`src/rtl/vga_image_fetch_ctrl.sv`:
```
// Image ROM fetch sequencer for the VGA path: running pixel address counter, shared
// R/G/B ROM address, flag realignment to the ROM latency, and end-of-image / desync pulses.
module vga_image_fetch_ctrl #(
    parameter int          IMG_W = 400,
    parameter int          IMG_H = 400,
    parameter int          X0    = 120,
    parameter int          Y0    = 40,
    parameter logic [23:0] BG    = 24'h000000
) (
    input  logic        clk,
    input  logic        rst,
    input  logic        pix_en,
    input  logic [9:0]  hcount,
    input  logic [9:0]  vcount,
    input  logic        video_on,
    output logic [31:0] rom_addr,
    input  logic [7:0]  rom_r,
    input  logic [7:0]  rom_g,
    input  logic [7:0]  rom_b,
    output logic [7:0]  red,
    output logic [7:0]  green,
    output logic [7:0]  blue,
    output logic        frame_done,
    output logic        sync_err
);

    localparam int               CNT_W = 18;
    localparam logic [CNT_W-1:0] LAST  = CNT_W'(IMG_W * IMG_H - 1);
    localparam logic [10:0]      X_LO  = 11'(X0);
    localparam logic [10:0]      X_HI  = 11'(X0 + IMG_W);
    localparam logic [10:0]      Y_LO  = 11'(Y0);
    localparam logic [10:0]      Y_HI  = 11'(Y0 + IMG_H);

    typedef enum logic [1:0] {
        WAIT_FRAME = 2'd0,
        ACTIVE     = 2'd1,
        DONE       = 2'd2
    } state_t;

    state_t             r_state;
    state_t             w_state_nxt;
    logic [CNT_W-1:0]   r_cnt;
    logic [CNT_W-1:0]   w_cnt_nxt;
    logic               w_frame_done_nxt;
    logic               w_sync_err_nxt;
    logic               w_in_win;
    logic               w_fs;
    logic               w_live;
    logic               r_win_d1;
    logic               r_video_on_d1;

    assign w_in_win = video_on
                   && ({1'b0, hcount} >= X_LO) && ({1'b0, hcount} < X_HI)
                   && ({1'b0, vcount} >= Y_LO) && ({1'b0, vcount} < Y_HI);

    assign w_fs = pix_en && (hcount == 10'd0) && (vcount == 10'd0);

    // A pixel is a real image fetch only in ACTIVE, or on the frame-start pixel itself.
    assign w_live = (r_state == ACTIVE) || w_fs;

    assign rom_addr = {{(32-CNT_W){1'b0}}, r_cnt};

    // NOTE: every variable written here gets a default first, so no path can infer a latch.
    always_comb begin
        w_state_nxt      = r_state;
        w_cnt_nxt        = r_cnt;
        w_frame_done_nxt = 1'b0;
        w_sync_err_nxt   = 1'b0;

        if (w_fs) begin
            w_state_nxt    = ACTIVE;
            w_sync_err_nxt = (r_state == ACTIVE) && (r_cnt != '0);
            w_cnt_nxt      = w_in_win ? CNT_W'(1) : '0;
        end else begin
            case (r_state)
                WAIT_FRAME: w_cnt_nxt = '0;
                DONE:       w_cnt_nxt = '0;
                ACTIVE: begin
                    if (pix_en && w_in_win) begin
                        if (r_cnt == LAST) begin
                            w_cnt_nxt        = '0;
                            w_frame_done_nxt = 1'b1;
                            w_state_nxt      = DONE;
                        end else begin
                            w_cnt_nxt = r_cnt + CNT_W'(1);
                        end
                    end
                end
                default: begin
                    w_state_nxt = WAIT_FRAME;
                    w_cnt_nxt   = '0;
                end
            endcase
        end
    end

    // NOTE: sequential state uses non-blocking assignments so all registers update together.
    always_ff @(posedge clk or posedge rst) begin
        if (rst) begin
            r_state    <= WAIT_FRAME;
            r_cnt      <= '0;
            frame_done <= 1'b0;
            sync_err   <= 1'b0;
        end else begin
            r_state    <= w_state_nxt;
            r_cnt      <= w_cnt_nxt;
            frame_done <= w_frame_done_nxt;
            sync_err   <= w_sync_err_nxt;
        end
    end

    // Stage 1 matches the ROM's registered read; the colour register below is stage 2.
    always_ff @(posedge clk or posedge rst) begin
        if (rst) begin
            r_win_d1      <= 1'b0;
            r_video_on_d1 <= 1'b0;
            red           <= 8'd0;
            green         <= 8'd0;
            blue          <= 8'd0;
        end else begin
            r_win_d1      <= w_in_win && w_live;
            r_video_on_d1 <= video_on;
            if (r_win_d1) begin
                {red, green, blue} <= {rom_r, rom_g, rom_b};
            end else if (r_video_on_d1) begin
                {red, green, blue} <= BG;
            end else begin
                {red, green, blue} <= 24'd0;
            end
        end
    end

endmodule
```
`config.mk`:
```
export PLATFORM = sky130hd
export DESIGN_NAME = vga_image_fetch_ctrl
export DESIGN_NICKNAME = d
export VERILOG_FILES = /design/src/rtl/vga_image_fetch_ctrl.sv
export SDC_FILE = /design/constraint.sdc
export NUM_CORES = 1
export LEC_CHECK = 0
export CORE_MARGIN = 2
export CORE_UTILIZATION = 37
export DETAILED_ROUTE_END_ITERATION = 10
export GPL_ROUTABILITY_DRIVEN = 0
export PLACE_DENSITY_LB_ADDON = 0.15
export SLEW_MARGIN = 20
export SYNTH_ARGS = -nofsm -noshare
export SYNTH_HDL_FRONTEND = slang
export SYNTH_SLANG_ARGS = --single-unit
export TNS_END_PERCENT = 30
```
`constraint.sdc`:
```
create_clock -name clk -period 1.9 [get_ports clk]
set_input_delay 0.57 -clock clk [delete_from_list [all_inputs] [get_ports clk]]
set_output_delay 0.57 -clock clk [all_outputs]
set_load 0.01 [all_outputs]
```
==> results of run 1 <==
[state kept, by name, summed over array words and instances, names as in the netlist]
name,count
blue,8
frame_done,1
green,8
r_cnt,18
r_state,2
r_win_d1,1
red,8
sync_err,1
[cell families (layout without fill, tap and decap cells)]
group                    count (synthesis)  in the layout  share of synthesized area [%]
AO/OA/AOI/OAI                           37             37                          10.05
AND/OR/NAND/NOR                        102            102                          26.26
adder cells (fa/ha/maj)                  2              2                          1.122
other                                    1             14                         0.1682
flip-flops                              47             47                          52.75
buffers and inverters                   31            140                          8.081
XOR/XNOR                                 4              4                          1.571
[through the flow]
stage	std cells	setup TNS [ps]	hold slack [ps]	utilization (%)	worst slack, ps
floorplan	237	-2545	513.9	-	-184.7
global placement	400	-13750	576.8	56.44	-789.7
global route	421	-246.0	630.7	63.71	-58.18
finish	421	-46.57	608.2	63.71	-26.14
CTS	417	-150.3	609.3	60.40	-80.29
detailed placement	400	-14640	598.3	56.44	-836.2
[how the worst max path moves through the flow]
stage	from	to	slack [ps]	cells past startpoint
floorplan	hcount[6]	r_cnt[17]	-180	6
global placement	vcount[6]	r_cnt[15]	-790	7
detailed placement	vcount[3]	r_cnt[17]	-840	7
CTS	vcount[3]	r_cnt[10]	-80	7
global route	vcount[3]	r_cnt[11]	-60	8
finish	vcount[3]	r_cnt[10]	-30	8
[layout make-up]
| class | instances | area (um2) | area share (%) |
|---|---|---|---|
| timing repair buffer | 124 | 1200 | 32.00 |
| clock buffer | 6 | 82.58 | 2.202 |
| multi-input combinational | 159 | 1137 | 30.33 |
| inverter | 8 | 30.03 | 0.8008 |
| tap | 75 | 93.84 | 2.503 |
| sequential | 47 | 1190 | 31.73 |
| clock inverter | 2 | 16.27 | 0.4338 |
[cells in the mapped netlist, drive strengths merged (3+ instances only)]
| library cell | number | area [um2] |
|---|---|---|
| inv | 8 | 30.03 |
| and2 | 24 | 150.1 |
| dfrtp | 47 | 1176 |
| xnor2 | 4 | 35.03 |
| o31ai | 8 | 60.06 |
| nor2 | 11 | 41.29 |
| buf | 18 | 131.4 |
| a21oi | 14 | 70.07 |
| or4 | 7 | 52.55 |
| o21ai | 8 | 40.03 |
| nor3 | 4 | 20.02 |
| and4 | 4 | 35.03 |
| nor4 | 10 | 62.56 |
| nand3 | 11 | 55.05 |
| nand2 | 13 | 48.80 |
| nand4 | 3 | 18.77 |
| clkbuf | 5 | 18.77 |
| or3 | 8 | 50.05 |
[power by group through the flow]
stage               combinational, uW  sequential, uW  clock, uW
global route                      221            1000        690
CTS                               196            1000        658
detailed placement                178            1020          0
global placement                  177            1020          0
floorplan                        73.8            1020          0
finish                            202            1000        642
[placed cells by master (no fill, tap or decap), types with 4 or more instances in the layout]
master	instances
o31ai_2	6
dfrtp_2	11
nor4_1	7
nand3_1	11
and2_1	24
nand2_1	12
a21oi_2	5
dlymetal6s2s_1	8
buf_8	5
xnor2_1	4
clkdlybuf4s50_1	65
nor2_1	8
inv_1	6
o21ai_0	7
or3_1	5
or4_4	5
dfrtp_1	36
clkbuf_8	6
buf_4	28
a21oi_1	9
conb_1	14
buf_2	9
[timing repair]
item | CTS | global route
gates resized for setup | 86 | 49
cloned | 2 | 0
pin swaps | 12 | 10
endpoints found under the setup margin | 28 | 27
buffers inserted | 7 | 4
[metal layers]
metal,track usage [%],wire (um),up-vias,part of all wire (%)
li1,-,-,1011,-
met1,23.23,2604,1046,42
met2,30.41,3008,87,49
met3,3.077,425,14,6.9
met4,6.500,113,0,1.8
met5,0,0,-,0
[worst max-delay path: cells and delay by family]
family	cells	cell delay, ps
AO/OA/AOI/OAI	3	420
AND/OR/NAND/NOR	2	810
buffers and inverters	3	360
==> impl_metrics.yaml, run 1 <==
layout:
  final_nets: 395
  stdcell_area_um2: 3750
  antenna_cells: 0
  drive_gt1_share_pct: 30.92
  area_delta_synth_final_pct: 68.18
  fillers: 500
worst_setup_path:
  r2r_end: "r_cnt[10]"
  worstPathMaxFanout: 7
  required_ps: 2130
  r2r-start: "r_cnt[1]"
  path_cells: "buf_8 > buf_12 > a31oi_4 > o221ai_2 > or3_4 > buf_8 > or4_4 > a21oi_2"
  worstSetupPathType: "input port to register"
  critPathLaunchType: "input port"
  cpMostUsedCell: "buf_8"
  rr_worst_depth: 6
  worstPathArrival_ps: 2160
  cp_slowest_cell: "or4_4"
  ff2ff_setup_slack_ps: 40
  end_kind: "register"
  crit_path_max_incr_delay_ps: 420
power_and_ir_drop:
  power.switching_uw: 430.3
  p_leak_uw: 0.001671
  power_frac_clock_pct: 34.8
  seqPwrFrac_pct: 54.2
  switching_share_pct: 23.33
  power_frac_comb_pct: 11.0
  cellPowerDensity_nw_per_um2: 491.9
  power_uw: 1845
  p_int_uw: 1414
  vdd_drop_max_uv: 260.9
detailed_routing:
  drt_iter0_markers: 83
  wire_per_inst_um: 14.61
  ant_nets: 0
  drt_pass1_iterations: 4
  avgViaCountPerCell: 5.126
  drc: 0
  vias: 2158
  wirelength_mm: 6.151
grt:
  grt_pass1_vias: 2014
  overflow: 0
  grt_antenna_before_repair: 0
  grt_usage_pct: 17.99
  grt_first_pass_wirelength_mm: 9.287
  grt_max_degree: 48
yosys:
  yosysWarnings: 0
  syn_area_per_cell_um2: 9.954
  async_flop_share_pct: 100.0
  ys_ff_latch: 47
  synth_area_um2: 2230
  synth.distinct_cells: 33
  seq_area_frac_synth_pct: 52.75
  synthesis.instances: 224
  synthFlopType: "dfrtp_1"
  synth_edf_count: 0
run_status:
  status: "complete, but fails checks"
  failed_checks: "negative setup slack"
timing:
  final.setup.worst_slack_ps: -26.14
  fin_crit_sh_pct: 101.4
  period_minus_slack_ps: 1926
  hold_viol_final: 0
  fmaxAchievable_mhz: 519.2
  finalSetupViolCount: 3
  worst_slew_pin_slew_ps: 512.4
  drv_slew: 0
  fin_skew_ps: 9.216
  relSlewSlack_pct: 65.84
  rsz0062_at_grt: "true"
clocking:
  clockRootBuffer: "clkbuf_8"
  cts_num_sinks: 47
  cts_htree_levels: 2
  clockBufferDepth: 2
  numCtsBuffers: 5
  cts_tree: "built"
  insertion_delay_ps: 300
  hold_buffers: 0
  clkTransAtPathRegs_ps: 90
job:
  drv_cap: 0
floorplan:
  die_x_um: 81.63
  rows: 28
  start_util_pct: 37.88
  coreArea_um2: 5886
  die_h_um: 81.63
  dieArea_um2: 6663
  ioPinCount: 106
hold_path:
  hold_class: "input port to asynchronous set/reset pin"
placement:
  numPortBuffers: 91
  place_area_um2: 3322
  hpwl_mm: 3.995
Power figures use the tool's default switching activity.
==> inputs of run 2 (changes only) <==
--- a/config.mk
+++ b/config.mk
@@ -5,8 +5,10 @@
 export SDC_FILE = /design/constraint.sdc
 export NUM_CORES = 1
 export LEC_CHECK = 0
+export CELL_PAD_IN_SITES_DETAIL_PLACEMENT = 0
+export CELL_PAD_IN_SITES_GLOBAL_PLACEMENT = 1
 export CORE_MARGIN = 2
-export CORE_UTILIZATION = 37
+export CORE_UTILIZATION = 27
 export DETAILED_ROUTE_END_ITERATION = 10
 export GPL_ROUTABILITY_DRIVEN = 0
 export PLACE_DENSITY_LB_ADDON = 0.15
==> impl_metrics.yaml, run 2 (same netlist as run 1, synthesis figures left out) <==
timing:
  worst_slew_pin_slew_ps: 524.8
  fmaxAchievable_mhz: 470.8
  rsz0062_at_grt: "true"
  final.setup.worst_slack_ps: -223.9
  finalSetupViolCount: 14
  hold_viol_final: 0
  relSlewSlack_pct: 65.01
  fin_skew_ps: 10.47
  holdWs_ps: 584.1
  fin_crit_sh_pct: 111.8
  drv_slew: 0
  period_minus_slack_ps: 2124
power_and_ir_drop:
  power_frac_clock_pct: 34.6
  p_leak_uw: 0.001753
  power_frac_comb_pct: 11.4
  vdd_drop_max_uv: 289.4
  switching_share_pct: 23.28
  p_int_uw: 1421
  cellPowerDensity_nw_per_um2: 483.4
  power.switching_uw: 431.2
  seqPwrFrac_pct: 54.0
run_status:
  status: "complete, but fails checks"
  failed_checks: "negative setup slack"
worst_setup_path:
  crit_start: "vcount[3]"
  r2r_end: "r_cnt[17]"
  crit_end: "r_cnt[9]"
  crit_cells: 8
  r2r-start: "r_cnt[4]"
  cp_slowest_cell: "or4_4"
  rr_worst_depth: 5
  crit_path_max_incr_delay_ps: 500
  ff2ff_setup_slack_ps: -10
  path_delay_family: "simple AND/OR/NAND/NOR gates"
  path_cells: "buf_8 > a31oi_4 > o221ai_4 > or3_4 > buf_12 > buf_16 > or4_4 > a21oi_2"
  worstPathMaxFanout: 6
  end_kind: "register"
  worstSetupPathType: "input port to register"
  worstPathArrival_ps: 2350
  crit_buf_inv: 3
  critPathLaunchType: "input port"
  required_ps: 2130
grt:
  grt_max_degree: 25
  overflow: 0
  grt_usage_pct: 14.40
  use_met3_pct: 3.671
  grt_antenna_before_repair: 0
  grt_most_used_layer: "met2"
  grt_first_pass_wirelength_mm: 10.05
  grt_pass1_vias: 2077
  grt_use_met1_pct: 18.93
  met2_usage_pct: 24.23
clocking:
  clockRootBuffer: "clkbuf_8"
  numCtsBuffers: 5
  cts_htree_levels: 2
  cts_num_sinks: 47
  insertion_delay_ps: 300
  cts_tree: "built"
  clkTransAtPathRegs_ps: 90
  clockBufferDepth: 2
detailed_routing:
  avgViaCountPerCell: 4.648
  vias: 2110
  wire_per_inst_um: 14.13
  drc: 0
  wirelength_mm: 6.413
  ant_nets: 0
  drt_iter0_markers: 44
  drt_pass1_iterations: 4
floorplan:
  die_x_um: 94.88
  dieArea_um2: 9001
  coreArea_um2: 8093
  start_util_pct: 27.55
  ioPinCount: 106
  rows: 33
  die_h_um: 94.88
placement:
  preCtsSetupSlack_ps: -832.9
  place_inst: 438
  numPortBuffers: 91
  hpwl_mm: 4.425
layout:
  drive_gt1_share_pct: 26.93
  layout_commonest_cell: "clkdlybuf4s50_1"
  antenna_cells: 0
  largest_register_ffs: 18
  layout.cells.non_filler: 454
  largest-register: "r_cnt"
  final_cell_mix: "61 x clkdlybuf4s50_1, 39 x dfrtp_1, 31 x buf_4"
  area_delta_synth_final_pct: 71.89
  final_nets: 398
  final_core_util_pct: 47.36
hold_path:
  hold_class: "register to register"
  hp-start: "r_state[0]"
job:
  drv_cap: 0
## run 2: power by group through the flow
stage / Clock [uW] / Combinational (uW) / Sequential (uW)
after floorplan: 0 / 73.8 / 1020
after global placement: 0 / 183 / 1020
after detailed placement: 0 / 182 / 1020
after CTS: 675 / 202 / 1000
after global routing: 730 / 231 / 1000
final: 641 / 211 / 1000
## run 2: layout make-up
class / instances / area (um2)
clock buffer: 6 / 82.58
clock inverter: 2 / 16.27
fill: 818 / 4260
inverter: 8 / 30.03
multi-input combinational: 159 / 1120
sequential: 47 / 1186
tap: 105 / 131.4
timing repair buffer: 127 / 1266
## run 2: metal layers
layer / vias up / share of wire (%)
met5: - / 0
met4: 0 / 0.45
met3: 4 / 6.2
met2: 70 / 48
met1: 1021 / 45
li1: 1015 / -
## run 2: how the worst min path moves through the flow
| stage | to | slack [ps] | cells after the start |
|---|---|---|---|
| 2_1_floorplan | blue[0] | 510 | 1 |
| 3_3_place_gp | r_state[1] | 580 | 2 |
| 3_5_place_dp | r_cnt[14] | 590 | 2 |
| 4_1_cts | r_state[1] | 600 | 2 |
| 5_1_grt | r_state[1] | 600 | 2 |
| 6_report | r_state[1] | 580 | 2 |
## run 2: what timing repair did
action / CTS / global route
gates cloned: 2 / 0
setup buffers: 6 / 0
gates resized for setup: 79 / 46
endpoints found under the setup margin: 32 / 32
pin swaps: 17 / 17
hold buffers: 0 / 0
## run 2: worst reg2reg max path, delay by kind of cell (launching register included)
family	cells	cell delay (ps)
AO/OA/AOI/OAI	1	130
flip-flops	1	340
AND/OR/NAND/NOR	4	1370
## run 2: stage by stage
| stage | cell area [um2] | total power, uW | TNS [ps] |
|---|---|---|---|
| detailed placement | 3407 | 1202 | -14590 |
| global placement | 3407 | 1203 | -14680 |
| floorplan | 2313 | 1094 | -2545 |
| finish | 3832 | 1852 | -1177 |
| CTS | 3684 | 1877 | -1171 |
| global route | 3832 | 1962 | -2304 |
==> variant 1: new RTL, settings of run 1 <==
Change the localparam `CNT_W` from 18 to 20.
--- a/src/rtl/vga_image_fetch_ctrl.sv
+++ b/src/rtl/vga_image_fetch_ctrl.sv
@@ -24,7 +24,7 @@
     output logic        sync_err
 );
 
-    localparam int               CNT_W = 18;
+    localparam int               CNT_W = 20;
     localparam logic [CNT_W-1:0] LAST  = CNT_W'(IMG_W * IMG_H - 1);
     localparam logic [10:0]      X_LO  = 11'(X0);
     localparam logic [10:0]      X_HI  = 11'(X0 + IMG_W);
Behaviour: no difference found for any inputs over 10 cycles, from zero or initial values and one cycle with rst high; that may be too few to reach the edited logic, so the function may still have changed.
==> variant 1 against run 1 <==
  * The flow still finishes with violations (setup timing)
  * Worst setup slack worse by 0.094 ns
  * Total power up 1.3%
  * Worst hold slack worse by 0.11 ns
  * Via count grew 6.5%
  * Clock power fell by 5.6%
  * Wire length grew 14%
  * Global-route usage is 1.1 points higher
  * Cell area up 9.8%
  * Area after synthesis increased by 4.1%
  * Non-clock buffer count is 26 higher
  * Register-to-register slack got worse by 0.03 ns
  * Utilization grew 5.0 points
  * Sequential cell count increased by 2
  * Critical path type unchanged
  * Highest routed layer unchanged
==> variant 1: results (changes against run 1) <==
run_status:
  run_status: "finished with violations"
  violations: "setup timing"
routing:
  first_iter_violations: 116  # +40%
  wl_met3_um: 452  # +6.4%
  wl_met2_mm: 3.469  # +15%
  wl_met1_mm: 3.023  # +16%
  wire_per_inst_um: 15.38  # +5.2%
  finalWirelength_mm: 7.011  # +14%
  vias: 2299  # +6.5%
synth:
  yosysUniqueCellTypes: 34  # +3.0%
  synth_common_cells: "dfrtp_1 (49), and2_1 (24), a21oi_1 (20), nand2_1 (14), buf_4 (13)"
  syn_area_per_cell_sq_um: 10.00  # +0.51%
  seq_area_frac_synth: 0.5283  # +0.0008047
  synth_area_leaders: "dfrtp_1 (53%), and2_1 (6.5%), a21oi_1 (4.3%)"
sta:
  slew_headroom: 0.6525  # -0.005841
  fin_skew_ns: 0.005662  # -0.003554 ns
  hold_slack_ns: 0.5019  # -0.1063 ns
  finalWorstSetupSlack_ns: -0.1204  # -0.09430 ns
  finalSetupViolations: 17  # +14
  setup_tns_ns: -1.109  # -1.063 ns
clocking:
  clockBufferDepth: 2  # unchanged
  ctsResizeCount: 86  # unchanged
  cts_setup_buffers: 21  # +14
placed_design:
  place_ws_ns: -0.7505  # +0.08568 ns
  post-dp-hpwl_mm: 4.324  # +8.2%
  placed_cell_area_sq_um: 3557  # +7.1%
  portBuffers: 93  # +2.2%
  dp_cells: 419  # +4.8%
critical_path:
  reg2reg_to: "r_cnt[12]$_DFFE_PP0P_"
  crit_path_max_incr_delay_ns: 0.36  # -0.06 ns
  crit_path_max_fanout: 4  # -3
  r2r_slack_ns: 0.01  # -0.03 ns
cells_and_area:
  drive_gt1_frac: 0.3412  # +0.03196
  finalNetCount: 430  # +8.9%
  fill_cells: 453  # -9.4%
  largest_reg_flops: 20  # +2
grt:
  use_met1: 0.2638  # +0.03146
  grt_max_degree: 26  # -46%
  grt_pass1_vias: 2258  # +12%
  grt_use_total: 0.1907  # +0.01079
  gr-usage-met2: 0.3028  # -0.001312
  grt_pass1_wl_mm: 10.90  # +17%
  use_met3: 0.04374  # +0.01297
power:
  ir_drop_mv: 0.2459  # -5.8%
  p_leak_nw: 1.805  # +8.0%
-- variant 1: changes by cell type in the layout (fill, tap and decap cells not counted), sizes merged, moves of 4 or more --
cell         before  now
buf              44   68
a21oi            14   20
o21ai             8   13
dlygate4sd2       3    7
nand4             3    7
or3               8   12
xnor2             4    0
-- variant 1: kinds of logic (layout without fill, tap and decap cells) --
family	after synthesis	count (layout)	synth area share
AOI/OAI and AO/OA	49	49	0.1299
adders and majority gates	2	2	0.01078
buffers and inverters	31	169	0.07224
DFF	49	49	0.5283
other	1	12	0.001616
and+or+nand+nor	100	100	0.2571
-- variant 1: power breakdown --
group | internal, mW | switching (mW) | total (mW)
Combinational | 0.132 | 0.0896 | 0.222
Clock | 0.260 | 0.346 | 0.606
Sequential | 1.04 | 0.00000124 | 1.04
Total | 1.43 | 0.436 | 1.87
-- variant 1: worst max-delay path by stage --
stage          startpoint                    end  slack [ns]  cells past startpoint
2_1_floorplan   hcount[5]  r_cnt[12]$_DFFE_PP0P_       -0.04                      6
3_3_place_gp    hcount[5]  r_cnt[14]$_DFFE_PP0P_       -0.69                      7
3_5_place_dp    hcount[5]  r_cnt[12]$_DFFE_PP0P_       -0.75                      7
4_1_cts         hcount[6]  r_cnt[10]$_DFFE_PP0P_       -0.14                      9
5_1_grt         hcount[4]   r_cnt[4]$_DFFE_PP0P_       -0.17                     10
6_report        hcount[4]   r_cnt[4]$_DFFE_PP0P_       -0.12                     10
-- variant 1: layout make-up --
cell class | count | area, sq um | share of cell area
timing repair buffer | 150 | 1455 | 0.3535
sequential | 49 | 1236 | 0.3003
multi-input combinational | 163 | 1202 | 0.2921
tap | 75 | 93.84 | 0.02280
clock buffer | 6 | 72.57 | 0.01763
inverter | 11 | 41.29 | 0.01003
clock inverter | 2 | 15.01 | 0.003647
==> variant 2: new RTL, config.mk and constraints of run 1 <==
Without the edit above. Re-encode `state_t` (3 states) as one-hot, 3 bits wide.
--- a/src/rtl/vga_image_fetch_ctrl.sv
+++ b/src/rtl/vga_image_fetch_ctrl.sv
@@ -31,10 +31,10 @@
     localparam logic [10:0]      Y_LO  = 11'(Y0);
     localparam logic [10:0]      Y_HI  = 11'(Y0 + IMG_H);
 
-    typedef enum logic [1:0] {
-        WAIT_FRAME = 2'd0,
-        ACTIVE     = 2'd1,
-        DONE       = 2'd2
+    typedef enum logic [2:0] {
+        WAIT_FRAME = 3'b001,
+        ACTIVE     = 3'b010,
+        DONE       = 3'b100
     } state_t;
 
     state_t             r_state;
Behaviour: no difference found for any inputs over 10 cycles, from zero or initial values and one cycle with rst high; not proved beyond that.
==> variant 2 against run 1 <==
  * The flow still finishes with violations (setup timing)
  * Wire length is 5.5% higher
  * Sequential cell count is 1 higher
  * Total power is 3.8% higher
  * First-iteration DRC count is 29% higher
  * Worst setup slack worse by 0.30 ns
  * Clock power is 14% higher
  * Cell area is 4.6% higher
  * Area after synthesis is 3.9% higher
  * Sequential share of layout area is 1.1 points lower
  * Count of clock-buffer cells in the layout is 1 lower
==> variant 2: results (changes against run 1) <==
placed_design:
  portBuffers: 91  # unchanged
  post-dp-hpwl_mm: 4.444  # +11%
  dp_cells: 420  # +5.0%
  place_ws_ns: -0.9454  # -0.1093 ns
synth:
  synth_common_cells: "dfrtp_1 (47), and2_1 (25), a21oi_1 (17), nand2_1 (17), buf_4 (14)"
  yosysUniqueCellTypes: 36  # +9.1%
  yosys_warnings: 0  # unchanged
  synth_area_leaders: "dfrtp_1 (51%), and2_1 (6.7%), buf_4 (4.5%)"
  synthCells: 231  # +3.1%
  seq_area_frac_synth: 0.5189  # -0.008599
  synthFlopType: "dfrtp_1"
critical_path:
  crit_family: "compound AO/OA/AOI/OAI gates"
  cp.arrival_ns: 2.46  # +0.30 ns
  reg2reg_to: "r_cnt[16]$_DFFE_PP0P_"
  r2r_slack_ns: -0.15  # -0.19 ns
  crit_path_max_fanout: 7  # unchanged
  crit_path_max_incr_delay_ns: 0.52  # +0.10 ns
  reg2reg_depth: 5  # -1
  r2r-start: "r_cnt[3]$_DFFE_PP0P_"
sta:
  fin_skew_ns: 0.006877  # -0.002339 ns
  finalWorstSetupSlack_ns: -0.3294  # -0.3032 ns
  setup_tns_ns: -3.928  # -3.881 ns
  finalSetupViolations: 21  # +18
grt:
  grt_max_degree: 26  # -46%
  grt_pass1_vias: 2187  # +8.6%
  grt_use_total: 0.1868  # +0.006839
  grt_pass1_wl_mm: 10.58  # +14%
  antenna_found_initial: 0  # unchanged
cells_and_area:
  drive_gt1_frac: 0.2514  # -0.05787
  final_cells: 437  # +3.8%
  finalNetCount: 411  # +4.1%
  regMostFlops: "r_cnt"
  fill_cells: 478  # -4.4%
  n_antenna_cell: 0  # unchanged
run_status:
  violations: "setup timing"
  run_status: "finished with violations"
clocking:
  cts.clk_slew.worst_paths_ns: 0.09  # about the same
power:
  p_leak_nw: 1.785  # +6.8%
  ir_drop_mv: 0.3494  # +34%
  internal_power_mw: 1.510  # +6.8%
routing:
  finalWirelength_mm: 6.490  # +5.5%
  vias: 2256  # +4.5%
  first_iter_violations: 107  # +29%
[variant 2: changes by cell type in the layout (fill, tap and decap cells not counted), sizes merged, moves of 4 or more]
cell	change
dlygate4sd2	+12
nand4	+6
clkdlybuf4s50	-5
nand2	+5
a21oi	+4
nand3	-4
o21ai	+4
or4	+4
xnor2	-4
[variant 2: cell families after synthesis]
group | count (synthesis) | share of synthesized area
adder cells (fa/ha/maj) | 2 | 0.01080
AO/OA/AOI/OAI | 45 | 0.1253
buffers and inverters | 28 | 0.07127
flip-flops | 48 | 0.5189
other | 1 | 0.001618
AND/OR/NAND/NOR | 107 | 0.2721
[variant 2: worst max-delay path by stage]
stage	slack, ns	to	depth (start not counted)	start
4_1_cts	-0.33	r_cnt[15]$_DFFE_PP0P_	9	hcount[6]
5_1_grt	-0.37	r_cnt[9]$_DFFE_PP0P_	8	hcount[3]
6_report	-0.33	r_cnt[9]$_DFFE_PP0P_	8	vcount[4]
3_5_place_dp	-0.95	r_cnt[7]$_DFFE_PP0P_	8	hcount[4]
3_3_place_gp	-0.87	r_cnt[7]$_DFFE_PP0P_	8	hcount[4]
2_1_floorplan	-0.40	r_cnt[5]$_DFFE_PP0P_	7	hcount[4]
[variant 2: cell type report]
type                       count  area, sq um  share of cell area
tap                           75        93.84             0.02393
clock buffer                   5        68.82             0.01755
sequential                    48         1202              0.3066
multi-input combinational    168         1156              0.2948
inverter                       5        18.77            0.004786
timing repair buffer         133         1335              0.3405
clock inverter                 3        46.29             0.01181
[variant 2: stage by stage]
stage	hold slack [ns]	area [sq um]
6_report	0.5444	3921
5_1_grt	0.5607	3921
4_1_cts	0.5432	3851
3_5_place_dp	0.5468	3510
3_3_place_gp	0.5439	3510
2_1_floorplan	0.5139	2371
[variant 2: per-layer routing]
layer / track usage / up-vias / share of wire
met5: 0 / - / 0
met4: 0.04620 / 0 / 0.011
met3: 0.03777 / 6 / 0.073
met2: 0.3065 / 117 / 0.50
met1: 0.2543 / 1076 / 0.42
li1: - / 1057 / -
[variant 2: what timing repair did]
action                                  in CTS  in global routing
setup buffers                                7                  2
cloned                                       4                  0
resized for setup                           57                 34
endpoints found under the setup margin      31                 32
pin swaps                                   36                 21
[variant 2: power groups by stage]
stage | sequential [mW] | combinational, mW | clock (mW)
after floorplan | 1.04 | 0.0634 | 0
after global placement | 1.04 | 0.164 | 0
after detailed placement | 1.04 | 0.166 | 0
after CTS | 1.02 | 0.162 | 0.760
after global routing | 1.02 | 0.178 | 0.805
final | 1.02 | 0.162 | 0.731
